===== config.mk =====
export PLATFORM = sky130hd
export DESIGN_NAME = s2_reg_read
export DESIGN_NICKNAME = d
export VERILOG_FILES = /design/src/rtl/s2_reg_read.sv
export SDC_FILE = /design/constraint.sdc
export NUM_CORES = 2
export LEC_CHECK = 0
export ABC_AREA = 1
export ABC_CLOCK_PERIOD_IN_PS = 1300
export BUFFER_PORTS_ARGS = -buffer_cell sky130_fd_sc_hd__buf_2
export CORE_MARGIN = 2
export CORE_UTILIZATION = 30
export CTS_CLUSTER_SIZE = 10
export DETAILED_ROUTE_END_ITERATION = 12
export GPL_TIMING_DRIVEN = 1
export HOLD_SLACK_MARGIN = 0.1
export PLACE_DENSITY = 0.57
export SLEW_MARGIN = 10
export SYNTH_ARGS = -nofsm -noshare
export SYNTH_HDL_FRONTEND = slang
export SYNTH_SLANG_ARGS = --single-unit

===== constraint.sdc =====
create_clock -name clk -period 1.3 [get_ports clk]
set_input_delay 0.26 -clock clk [delete_from_list [all_inputs] [get_ports clk]]
set_output_delay 0.26 -clock clk [all_outputs]
set_load 0.01 [all_outputs]

===== src/rtl/s2_reg_read.sv =====
// Register-read pipeline stage: 2R1W register file with writeback bypass,
// immediate sign extension and one registered boundary toward the ALU stage.
module s2_reg_read #(
  parameter int data_width   = 32,
  parameter int select_width = 5
) (
  input  logic                    clk,
  input  logic                    reset,
  input  logic [select_width-1:0] read_select_1,
  input  logic [select_width-1:0] read_select_2,
  input  logic [15:0]             immediate,
  input  logic                    data_source,
  input  logic [2:0]              alu_operation,
  input  logic [select_width-1:0] write_select,
  input  logic                    write_enable,
  input  logic [data_width-1:0]   wb_data,
  input  logic [select_width-1:0] wb_select,
  input  logic                    wb_enable,
  output logic [data_width-1:0]   operand_a,
  output logic [data_width-1:0]   operand_b,
  output logic [2:0]              alu_operation_out,
  output logic [select_width-1:0] write_select_out,
  output logic                    write_enable_out
);

  localparam int reg_count = 1 << select_width;

  logic [data_width-1:0]   mem_q [reg_count];
  logic [data_width-1:0]   read_a, read_b, imm_ext;
  logic [data_width-1:0]   operand_a_d, operand_b_d;
  logic [data_width-1:0]   operand_a_q, operand_b_q;
  logic [2:0]              alu_operation_q;
  logic [select_width-1:0] write_select_q;
  logic                    write_enable_q;

  // NOTE: the register file must clear on reset, so it is built from resettable
  // flops rather than a RAM macro; a writeback coincident with reset is dropped.
  always_ff @(posedge clk or negedge reset) begin
    if (!reset) begin
      for (int i = 0; i < reg_count; i++) mem_q[i] <= '0;
    end else if (wb_enable) begin
      mem_q[wb_select] <= wb_data;
    end
  end

  // The writeback stage's data is forwarded so a same-cycle read sees it.
  always_comb begin
    read_a = mem_q[read_select_1];
    read_b = mem_q[read_select_2];
    if (wb_enable && (wb_select == read_select_1)) read_a = wb_data;
    if (wb_enable && (wb_select == read_select_2)) read_b = wb_data;
  end

  assign imm_ext     = {{(data_width-16){immediate[15]}}, immediate};
  assign operand_a_d = read_a;
  assign operand_b_d = data_source ? imm_ext : read_b;

  // NOTE: sequential state uses non-blocking assignments so every flop samples
  // the pre-edge values regardless of statement order.
  always_ff @(posedge clk or negedge reset) begin
    if (!reset) begin
      operand_a_q     <= '0;
      operand_b_q     <= '0;
      alu_operation_q <= '0;
      write_select_q  <= '0;
      write_enable_q  <= 1'b0;
    end else begin
      operand_a_q     <= operand_a_d;
      operand_b_q     <= operand_b_d;
      alu_operation_q <= alu_operation;
      write_select_q  <= write_select;
      write_enable_q  <= write_enable;
    end
  end

  assign operand_a         = operand_a_q;
  assign operand_b         = operand_b_q;
  assign alu_operation_out = alu_operation_q;
  assign write_select_out  = write_select_q;
  assign write_enable_out  = write_enable_q;

endmodule


==> flow_summary.yaml <==
detailed_routing:
  wl_per_cell_um: 22.7
  vias: 62661
  first_iter_violations: 6809
  drt-total-wl_um: 265000
  route.detailed.drc: 0
  final_antenna_net_count: 0
  avgViaCountPerCell: 5.37
  dr.pass1.iters: 6
global_routing:
  grt_usage: 0.255
  antenna_found_initial: 2
  gr-total-overflow: 0
  grt_pass1_vias: 60129
  grt_max_degree: 61
  grt_pass1_wl_um: 394000
timing:
  max_clock_freq_ghz: 0.579
  fin_crit_sh: 1.33
  finClkSkew_ns: 0.0371
  worst_slack_ns: -0.428
  grt_setup_unrepaired: "yes"
  slew_headroom: 0.621
  max_slew.worst_pin.slew_ns: 0.568
  hold_violations: 0
  final-setup-viol-count: 93
  period_needed_ns: 1.73
  final.setup.tns_ns: -22.20
  hold_ws_ns: 0.157
  finalMaxSlewViolations: 0
floorplanning:
  die_y_um: 450
  start_util: 0.303
  die_w_um: 450
  die_area_um2: 203000
  row_count: 163
  core_area_um2: 198000
  num_io_pins: 149
power_and_ir_drop:
  irDropWorstVdd_mv: 1.52
  powerDensity_nw_per_um2: 1390
  leakagePower_nw: 36.4
  finalPower_mw: 109
cts:
  htree_levels: 4
  numCtsBuffers: 140
  clk_pin_slew_worst_paths_ns: 0.06
  cts_sinks: 1097
  cts_tree: "yes"
  worstSkewPairLatency_ns: 0.80
  clockRootBuffer: "clkbuf_16"
  clock_path_buffers: 3
run_status:
  violations: "negative setup slack"
  outcome: "finished, violations left"
worst_setup_path:
  cp_cell_sequence: "buf_6"
  crit_path_top_delay_cell: "dfrtp_2"
  critPathBufInv: 1
  crit_family: "flip-flops"
  cp_max_fo: 1
  cp.required_ns: 1.04
  endpoint_kind: "primary output"
  slowest_delay_ns: 0.49
  criticalPathCategory: "register to primary output"
  arrival_ns: 1.47
  start_kind: "register"
yosys:
  syn_avg_cell_area_um2: 7.06
  ys_seq_area_frac: 0.459
  synth-seq-cells: 1097
  netlist_instances: 8466
  syn_area_um2: 59800
  synthArstFlopShare: 1.00
  synth.net_count: 8542
  synth_ff_type: "dfrtp_1"
  yosysUniqueCellTypes: 23
  ys_warn_count: 0
  synth-edff-count: 0
placement:
  port_buffers: 148
  dp_hpwl_um: 174000
  pre_cts_ws_ns: -0.684
  routabilityCongestion: 0.935
layout:
  nets: 9016
  fillCellCount: 20065
  drive_gt1_frac: 0.193
  area_growth_pct: 31.1
  mostFrequentLayoutCells: "2649 x nand2_1, 1285 x o21ai_0, 1071 x dfrtp_1, 942 x nand3_1, 564 x buf_4"
  final_common_cell: "nand2_1"
min_path:
  hp-class: "input port to register"
flow_run:
  max_cap_viol_count: 0
==> worst register-to-register path, cell delays in order (launching register included) <==
cell	delay (ns)
dfrtp_1	0.39
buf_4	0.14
o211ai_1	0.16
nand3_1	0.10
nand3_1	0.07
nand3_1	0.08
nand2_1	0.08
nand2_1	0.07
nand2_2	0.12
nand2_1	0.07
==> area by class of cell <==
class | count | area (um2) | area share
Antenna cell | 2 | 5.00 | 0.0000639
Inverter | 540 | 2080 | 0.0265
Sequential cell | 1097 | 27500 | 0.351
Clock buffer | 195 | 3990 | 0.0510
Multi-Input combinational cell | 6087 | 29400 | 0.375
Tap cell | 2640 | 3300 | 0.0421
Clock inverter | 25 | 444 | 0.00567
Timing Repair Buffer | 1074 | 11700 | 0.149
==> routing by layer <==
metal,routed length [um],part of all wire,track usage
met5,0,0,0
met4,16400,0.062,0.148
met3,21800,0.083,0.0422
met2,120000,0.45,0.404
met1,107000,0.40,0.328
==> report_power, final <==
part / total (mW) / internal [mW] / switching (mW)
sequential: 45.3 / 40.6 / 4.69
combinational: 25.0 / 10.5 / 14.5
clock: 38.4 / 22.3 / 16.2
total: 109 / 73.4 / 35.3
==> through the flow <==
| step | std cells | area (um2) | util |
|---|---|---|---|
| finish | 11660 | 78400 | 0.397 |
| global route | 11658 | 78400 | 0.397 |
| CTS | 11594 | 76700 | 0.388 |
| detailed placement | 11277 | 70600 | 0.357 |
| global placement | 11277 | 70600 | 0.357 |
| floorplan | 8466 | 60900 | - |
==> path summary, 6_finish.rpt <==
check / startpoint / endpoint / slack (ns) / cells after the start
max in group asynchronous: reset / mem_q[283] / 0.05 / 6
min in group asynchronous: reset / write_enable_out / 0.44 / 3
hold reg to reg: mem_q[980] / mem_q[980] / 0.48 / 2
setup reg to reg: mem_q[355] / operand_b[3] / -0.08 / 9
setup / recovery: operand_a[2] / operand_a[2] / -0.43 / 1
hold / removal: write_select[1] / write_select_out[1] / 0.16 / 2
==> cell families after synthesis <==
family	count (synthesis)	share of synthesized area
compound gates	1916	0.168
xor+xnor	2	0.000293
buf+inv	1282	0.0839
flops	1097	0.459
simple gates	4169	0.289
==> sequential cells by signal, summed over array words and instances (netlist names) <==
register and count:
alu_operation_out 3, write_select_out 5, write_enable_out 1, operand_a 32, operand_b 32, mem_q 1024
==> cells in the mapped netlist (2+ instances only) <==
| cell type | n | area share |
|---|---|---|
| nand2_1 | 2764 | 0.17 |
| o21ai_0 | 1388 | 0.12 |
| nand3_1 | 1183 | 0.099 |
| dfrtp_1 | 1097 | 0.46 |
| inv_1 | 526 | 0.033 |
| clkbuf_1 | 500 | 0.031 |
| a21oi_1 | 315 | 0.026 |
| o211ai_1 | 177 | 0.022 |
| nor2_1 | 174 | 0.011 |
| buf_2 | 159 | 0.013 |
| buf_1 | 81 | 0.0051 |
| o21ai_1 | 30 | 0.0025 |
| or2_2 | 25 | 0.0026 |
| nor3_1 | 13 | 0.0011 |
| inv_2 | 12 | 0.00075 |
| nor2_2 | 5 | 0.00052 |
| o22ai_1 | 5 | 0.00052 |
| nand3b_1 | 4 | 0.00050 |
| buf_4 | 2 | 0.00025 |
| clkinv_1 | 2 | 0.00013 |
| xor2_1 | 2 | 0.00029 |
==> timing repair <==
item	4_1_cts	5_1_grt
gates resized for setup	242	384
hold buffers	74	0
setup endpoints to repair	112	288
gates cloned	0	2
hold endpoints to repair	1863	0
pin swaps	148	282
buffers inserted	34	66
Power figures use the tool's default switching activity.
